## src/rtl/rom_streamer.sv

```systemverilog
// rtl/rom_streamer.sv - streams start_addr..start_addr+length-1 of a 1-cycle-latency ROM onto a valid/ready port
// Optional abort input is compiled in with ROM_STREAMER_ABORT_EN.
module rom_streamer #(
  parameter int DATA_WIDTH = 8,
  parameter int DEPTH      = 8,
  localparam int ADDR_WIDTH = $clog2(DEPTH),
  localparam int LEN_WIDTH  = $clog2(DEPTH + 1)
) (
  input  logic                  clk,
  input  logic                  rst,
  input  logic                  start,
  input  logic [ADDR_WIDTH-1:0] start_addr,
  input  logic [LEN_WIDTH-1:0]  length,
`ifdef ROM_STREAMER_ABORT_EN
  input  logic                  abort,
`endif
  output logic                  busy,
  output logic                  done,
  output logic [ADDR_WIDTH-1:0] rom_rd_addr,
  input  logic [DATA_WIDTH-1:0] rom_rd_data,
  output logic [DATA_WIDTH-1:0] m_data,
  output logic                  m_valid,
  input  logic                  m_ready,
  output logic                  m_last
);

  localparam logic [1:0] S_IDLE  = 2'd0;
  localparam logic [1:0] S_RUN   = 2'd1;
  localparam logic [1:0] S_DRAIN = 2'd2;
  localparam logic [1:0] S_DONE  = 2'd3;

  localparam logic [ADDR_WIDTH-1:0] LAST_ADDR = ADDR_WIDTH'(DEPTH - 1);

  logic [1:0]            state_q, state_d;
  logic [ADDR_WIDTH-1:0] addr_q, addr_d;
  logic [ADDR_WIDTH-1:0] rd_addr_q, rd_addr_d;
  logic [LEN_WIDTH-1:0]  len_q, len_d;
  logic [LEN_WIDTH-1:0]  issued_q, issued_d;
  logic                  inflight_q, inflight_d;
  logic                  inflight_last_q, inflight_last_d;

  logic [DATA_WIDTH-1:0] mem_q [2];
  logic [1:0]            last_q;
  logic                  rd_ptr_q, wr_ptr_q;
  logic [1:0]            occ_q, occ_d;

  logic abort_w;
  logic pop;
  logic push;
  logic issue;
  logic last_issue;

`ifdef ROM_STREAMER_ABORT_EN
  assign abort_w = abort & ((state_q == S_RUN) | (state_q == S_DRAIN));
`else
  assign abort_w = 1'b0;
`endif

  assign m_valid = (occ_q != 2'd0);
  assign m_data  = m_valid ? mem_q[rd_ptr_q] : '0;
  assign m_last  = m_valid & last_q[rd_ptr_q];
  assign pop     = m_valid & m_ready;
  assign push    = inflight_q & ~abort_w;

  // Issue only if the word would still fit after this cycle's pop; m_ready feeds this directly.
  assign issue = (state_q == S_RUN) & ~abort_w &
                 (({1'b0, occ_q} + {2'b00, inflight_q}) < (3'd2 + {2'b00, pop}));
  assign last_issue = issue & ((issued_q + LEN_WIDTH'(1)) == len_q);

  assign rom_rd_addr = issue ? addr_q : rd_addr_q;
  assign busy        = (state_q == S_RUN) | (state_q == S_DRAIN);
  assign done        = (state_q == S_DONE);

  always_comb begin
    state_d         = state_q;
    addr_d          = addr_q;
    len_d           = len_q;
    issued_d        = issued_q;
    rd_addr_d       = rom_rd_addr;
    inflight_d      = issue;
    inflight_last_d = last_issue;
    occ_d           = occ_q + {1'b0, push} - {1'b0, pop};

    case (state_q)
      S_IDLE: begin
        if (start) begin
          if (length != '0) begin
            addr_d   = start_addr;
            len_d    = length;
            issued_d = '0;
            state_d  = S_RUN;
          end else begin
            state_d = S_DONE;
          end
        end
      end
      S_RUN: begin
        if (issue) begin
          addr_d   = (addr_q == LAST_ADDR) ? '0 : addr_q + ADDR_WIDTH'(1);
          issued_d = issued_q + LEN_WIDTH'(1);
          if (last_issue) state_d = S_DRAIN;
        end
      end
      S_DRAIN: begin
        if (pop & m_last) state_d = S_DONE;
      end
      default: state_d = S_IDLE;
    endcase

    if (abort_w) begin
      state_d = S_DONE;
      occ_d   = 2'd0;
    end
  end

  always_ff @(posedge clk or posedge rst) begin
    if (rst) begin
      state_q         <= S_IDLE;
      addr_q          <= '0;
      rd_addr_q       <= '0;
      len_q           <= '0;
      issued_q        <= '0;
      inflight_q      <= 1'b0;
      inflight_last_q <= 1'b0;
    end else begin
      state_q         <= state_d;
      addr_q          <= addr_d;
      rd_addr_q       <= rd_addr_d;
      len_q           <= len_d;
      issued_q        <= issued_d;
      inflight_q      <= inflight_d;
      inflight_last_q <= inflight_last_d;
    end
  end

  // Two-entry output FIFO; the last flag travels alongside each captured word.
  always_ff @(posedge clk or posedge rst) begin
    if (rst) begin
      mem_q[0] <= '0;
      mem_q[1] <= '0;
      last_q   <= 2'b00;
      rd_ptr_q <= 1'b0;
      wr_ptr_q <= 1'b0;
      occ_q    <= 2'd0;
    end else if (abort_w) begin
      last_q   <= 2'b00;
      rd_ptr_q <= 1'b0;
      wr_ptr_q <= 1'b0;
      occ_q    <= 2'd0;
    end else begin
      if (push) begin
        mem_q[wr_ptr_q]  <= rom_rd_data;
        last_q[wr_ptr_q] <= inflight_last_q;
        wr_ptr_q         <= ~wr_ptr_q;
      end
      if (pop) rd_ptr_q <= ~rd_ptr_q;
      occ_q <= occ_d;
    end
  end

endmodule

```

## config.mk

```make
export PLATFORM = sky130hd
export DESIGN_NAME = rom_streamer
export DESIGN_NICKNAME = d
export VERILOG_FILES = /design/src/rtl/rom_streamer.sv
export SDC_FILE = /design/constraint.sdc
export NUM_CORES = 1
export LEC_CHECK = 0
export BUFFER_PORTS_ARGS = -buffer_cell sky130_fd_sc_hd__clkbuf_2
export CORE_MARGIN = 4
export CORE_UTILIZATION = 50
export CTS_CLUSTER_SIZE = 8
export DETAILED_ROUTE_END_ITERATION = 8
export MAX_ROUTING_LAYER = met4
export PLACE_DENSITY = 0.75
export SLEW_MARGIN = 20
export SYNTH_ARGS = -nofsm -noshare
export SYNTH_HDL_FRONTEND = slang
export SYNTH_SLANG_ARGS = --single-unit
```

## constraint.sdc

```tcl
create_clock -name clk -period 1.9 [get_ports clk]
set_input_delay 0.285 -clock clk [delete_from_list [all_inputs] [get_ports clk]]
set_output_delay 0.285 -clock clk [all_outputs]
set_load 0.005 [all_outputs]
```

==> run summary <==
The top-level port count came out at 34. Setup violations remaining at the end of the flow were counted as 4. The switching power came out at 1.53 mW.

The mean area per synthesized cell is 12.6 um^2. The headroom to the max-slew limit is 67.3%. The largest vdd supply drop came out at 0.814 mV.

The leading area contributor after synthesis is dfrtp_1. The element type at the critical path start is a flop. The post-synthesis cell count came out at 160. The placed instances occupy a cell area of 2340 um^2. After synthesis, the largest area contributor takes up 49.8% of total cell area. The relative contribution of the clock network to total power is 15.4%. The largest stage delay on the critical path is 0.38 ns. The number of non-filler instances in the completed layout is 262. The number of antenna diodes came out at 0.

The design internal power is 2.86 mW. The startpoint-to-endpoint class of the critical path is reg2out. The setup total negative slack is -1.11 ns. The power per cell area came out at 1770 nW/um^2.

The count of buffers inserted at the top-level ports came out at 33. The buffer levels on the longest clock path came out at 2. After clock tree synthesis, the clock-pin slew on the worst setup and hold paths is 0.07 ns. The proportion of power drawn by combinational gates is 49.9%. The final reports fail on negative setup slack. The TritonCTS clock tree is built. The global-route usage over all layers came out at 17.8%. The total congestion overflow after global routing came out at 0. The sequential area share after synthesis came out at 49.8%.

The count of unique library cells instantiated by Yosys came out at 33. The number of cells in the design after placement came out at 252. The path class of the tightest hold or removal check is in2async. The post-route clock period utilization is 120%. The number of buffers created by CTS came out at 5.

The later pin in the worst-skew pair is clocked with a latency of 0.29 ns. The count of warnings emitted by yosys is 0. In the post-synthesis netlist, the biggest area contributors are dfrtp_1 50%, mux2_2 15%, ha_1 6.8%, mux2i_1 5.5%, xnor2_1 2.6%.

The synthesis-to-finish area growth came out at 23.3%. The standby leakage power is 1.23 nW. The H-tree depth reported by CTS came out at 2. In this run the clock root is driven by a clkbuf_8. The placer's final routability congestion estimate came out at 0.833. The final critical path time including I/O delays and setup came out at 2.27 ns. The die boundary height came out at 71.4 um. The critical path goes through ha_2 > ha_4 > o21a_1 > or3_4 > mux2_4 > clkbuf_2. The portion of total power attributed to sequential cells is 34.7%.

The first TritonRoute pass finished after 4 iterations. The number of antenna violations at the first check in global routing is 0. The synthesis-stage register bit count came out at 40. The first global-routing pass estimated 6780 um of wire.

For this run, the post-layout net count is 243. Setup repair after global routing could not meet its margin everywhere. The max-slew violation count came out at 0.

The largest individual stage delay along the critical path comes from the cell dfrtp_1. The die is 71.4 um wide. The measured slew at the worst slew-check pin is 0.490 ns. The number of vias per cell after detailed routing is 5.18. Among cell families on the critical path, the largest total delay comes from adder cells. The maximum clock frequency is 0.440 GHz.

The effective utilization at floorplan came out at 53.3%. The number of enable flip-flop cells after synthesis is 0. The post-synthesis net count is 190. The overall via count from detail_route came out at 1358. Counting both buffers and inverters, the worst setup path holds a total of 1. Registers take 1000 um^2. The number of hold violations in the final report was 0.

The final wirelength is 3950 um. Summing all multi-input logic gate instances after layout gives 978 um^2. The number of rows created at floorplan came out at 22. In the final layout, the share of cells above drive strength 1 is 44.9%. The die covers 5100 um^2.

The remaining design rule violation count is 0. The data arrival time of the critical path is 1.99 ns. The via count of the first global-routing pass is 1500.

The synthesized area is 2010 um^2. The largest fanout on the critical path came out at 4. The final routed wire length divided by cell count is 15.1 um. The residual antenna-violating net count after detailed routing came out at 0.

The number of sinks driven by the clock tree came out at 40. At the worst endpoint, the required time is 1.62 ns. STA classifies the critical path endpoint as an output pin. The maximum number of pins on one net before global-route repair came out at 41. The layout filler cell count is 290. By count the netlist is led by 40 x dfrtp_1, 27 x mux2_2, 12 x inv_1. The flow ran to the end, but the final reports show violations. The net switching fraction of the power came out at 34.8%. In the post-synthesis netlist, the cell with the most instances is dfrtp_1.

The estimated wirelength of the detail-placed design is 2920 um. The initial DRC count came out at 79. The area of all placed cells without fillers came out at 2480 um^2. The tool flagged a number of max-cap violations equal to 0. The fraction of registers with async set or reset after synthesis came out at 100%.

The setup skew after layout came out at 0.00489 ns. The floorplan core area came out at 3770 um^2. The dominant synthesized flop cell is dfrtp_1.

The setup slack of the critical path after layout came out at -0.374 ns.
## metal layers
metal | GRT usage, % | up-vias | wire, um | part of all wire (%)
met1 | 19.2 | 647 | 1550 | 39
met2 | 29.7 | 35 | 2090 | 53
li1 | - | 661 | - | -
met4 | 9.19 | 0 | 120 | 3.0
met5 | - | - | 0 | 0
met3 | 5.05 | 15 | 181 | 4.6
## per-stage QoR
| stage | utilization (%) | hold WS, ns | power, mW | setup slack, ns |
|---|---|---|---|---|
| CTS | 65.5 | 0.0962 | 4.42 | -0.401 |
| detailed placement | 62.1 | 0.409 | 3.68 | -0.0795 |
| floorplan | - | 0.435 | 2.93 | 0.0195 |
| global route | 65.7 | 0.133 | 4.75 | -0.450 |
| global placement | 62.1 | 0.396 | 3.51 | -0.0204 |
| finish | 65.7 | 0.0849 | 4.39 | -0.374 |
## sequential cells by signal, indices dropped and copies added, names as in the netlist
name	cells
occ_q	2
rd_addr_q	3
wr_ptr_q	1
len_q	4
issued_q	4
mem_q	16
state_q	2
last_q	2
addr_q	3
inflight_last_q	1
rd_ptr_q	1
inflight_q	1
## logic make-up (layout without fill, tap and decap cells)
group | Yosys count | in the layout | share of synthesized area (%)
multiplexers | 41 | 41 | 22.9
flip-flops | 40 | 40 | 49.8
AND/OR/NAND/NOR | 27 | 27 | 6.85
AO/OA/AOI/OAI | 17 | 17 | 5.73
buffers and inverters | 15 | 69 | 3.24
adder cells (fa/ha/maj) | 11 | 11 | 6.85
XOR/XNOR | 9 | 9 | 4.67
## tightest hold or removal path: stages
cell	delay (ns)
clkbuf_2	0.08
inv_1	0.04
buf_4	0.42
## final timing paths
path                                start        endpoint  slack (ns)  cells past startpoint
max                            inflight_q  rom_rd_addr[1]       -0.37                      6
min                                   rst    rd_addr_q[0]        0.08                      3
max reg2reg                    inflight_q     issued_q[2]       -0.03                      8
min reg2reg                      wr_ptr_q        wr_ptr_q        0.50                      1
max in group asynchronous             rst        mem_q[2]        1.48                      3
min in group clk           rom_rd_data[6]       mem_q[14]        0.24                      2
## power by group through the flow
stage | registers (mW) | logic, mW | clock network (mW)
6_report | 1.52 | 2.19 | 0.676
5_1_grt | 1.58 | 2.44 | 0.734
4_1_cts | 1.53 | 2.20 | 0.693
3_5_place_dp | 1.54 | 2.13 | 0
3_3_place_gp | 1.50 | 2.01 | 0
2_1_floorplan | 1.47 | 1.46 | 0
## cell usage in the layout (no fill, tap or decap), types with 2 or more instances in the layout
| cell type | count |
|---|---|
| a31oi_1 | 2 |
| buf_4 | 16 |
| clkbuf_2 | 33 |
| clkbuf_8 | 5 |
| dfrtp_1 | 40 |
| ha_1 | 9 |
| inv_1 | 12 |
| mux2_2 | 26 |
| mux2_4 | 4 |
| mux2i_1 | 11 |
| nand2_1 | 6 |
| nor2_1 | 11 |
| o21ai_0 | 6 |
| o21bai_1 | 2 |
| xnor2_1 | 6 |
| xor2_1 | 2 |
## timing repair
item                       4_1_cts  5_1_grt
resized for setup                2        2
buffers inserted                 2        0
hold endpoints to repair         0        0
setup endpoints to repair        9       12
hold buffers                     0        0
## cell type report
cell class,instances,area share (%)
clock buffer,6,2.93
clock inverter,2,1.41
inverter,12,1.82
multi-input combinational,105,39.5
sequential,40,40.4
tap,48,2.42
timing repair buffer,49,11.5
No activity file was read; power rests on OpenSTA's default activity.
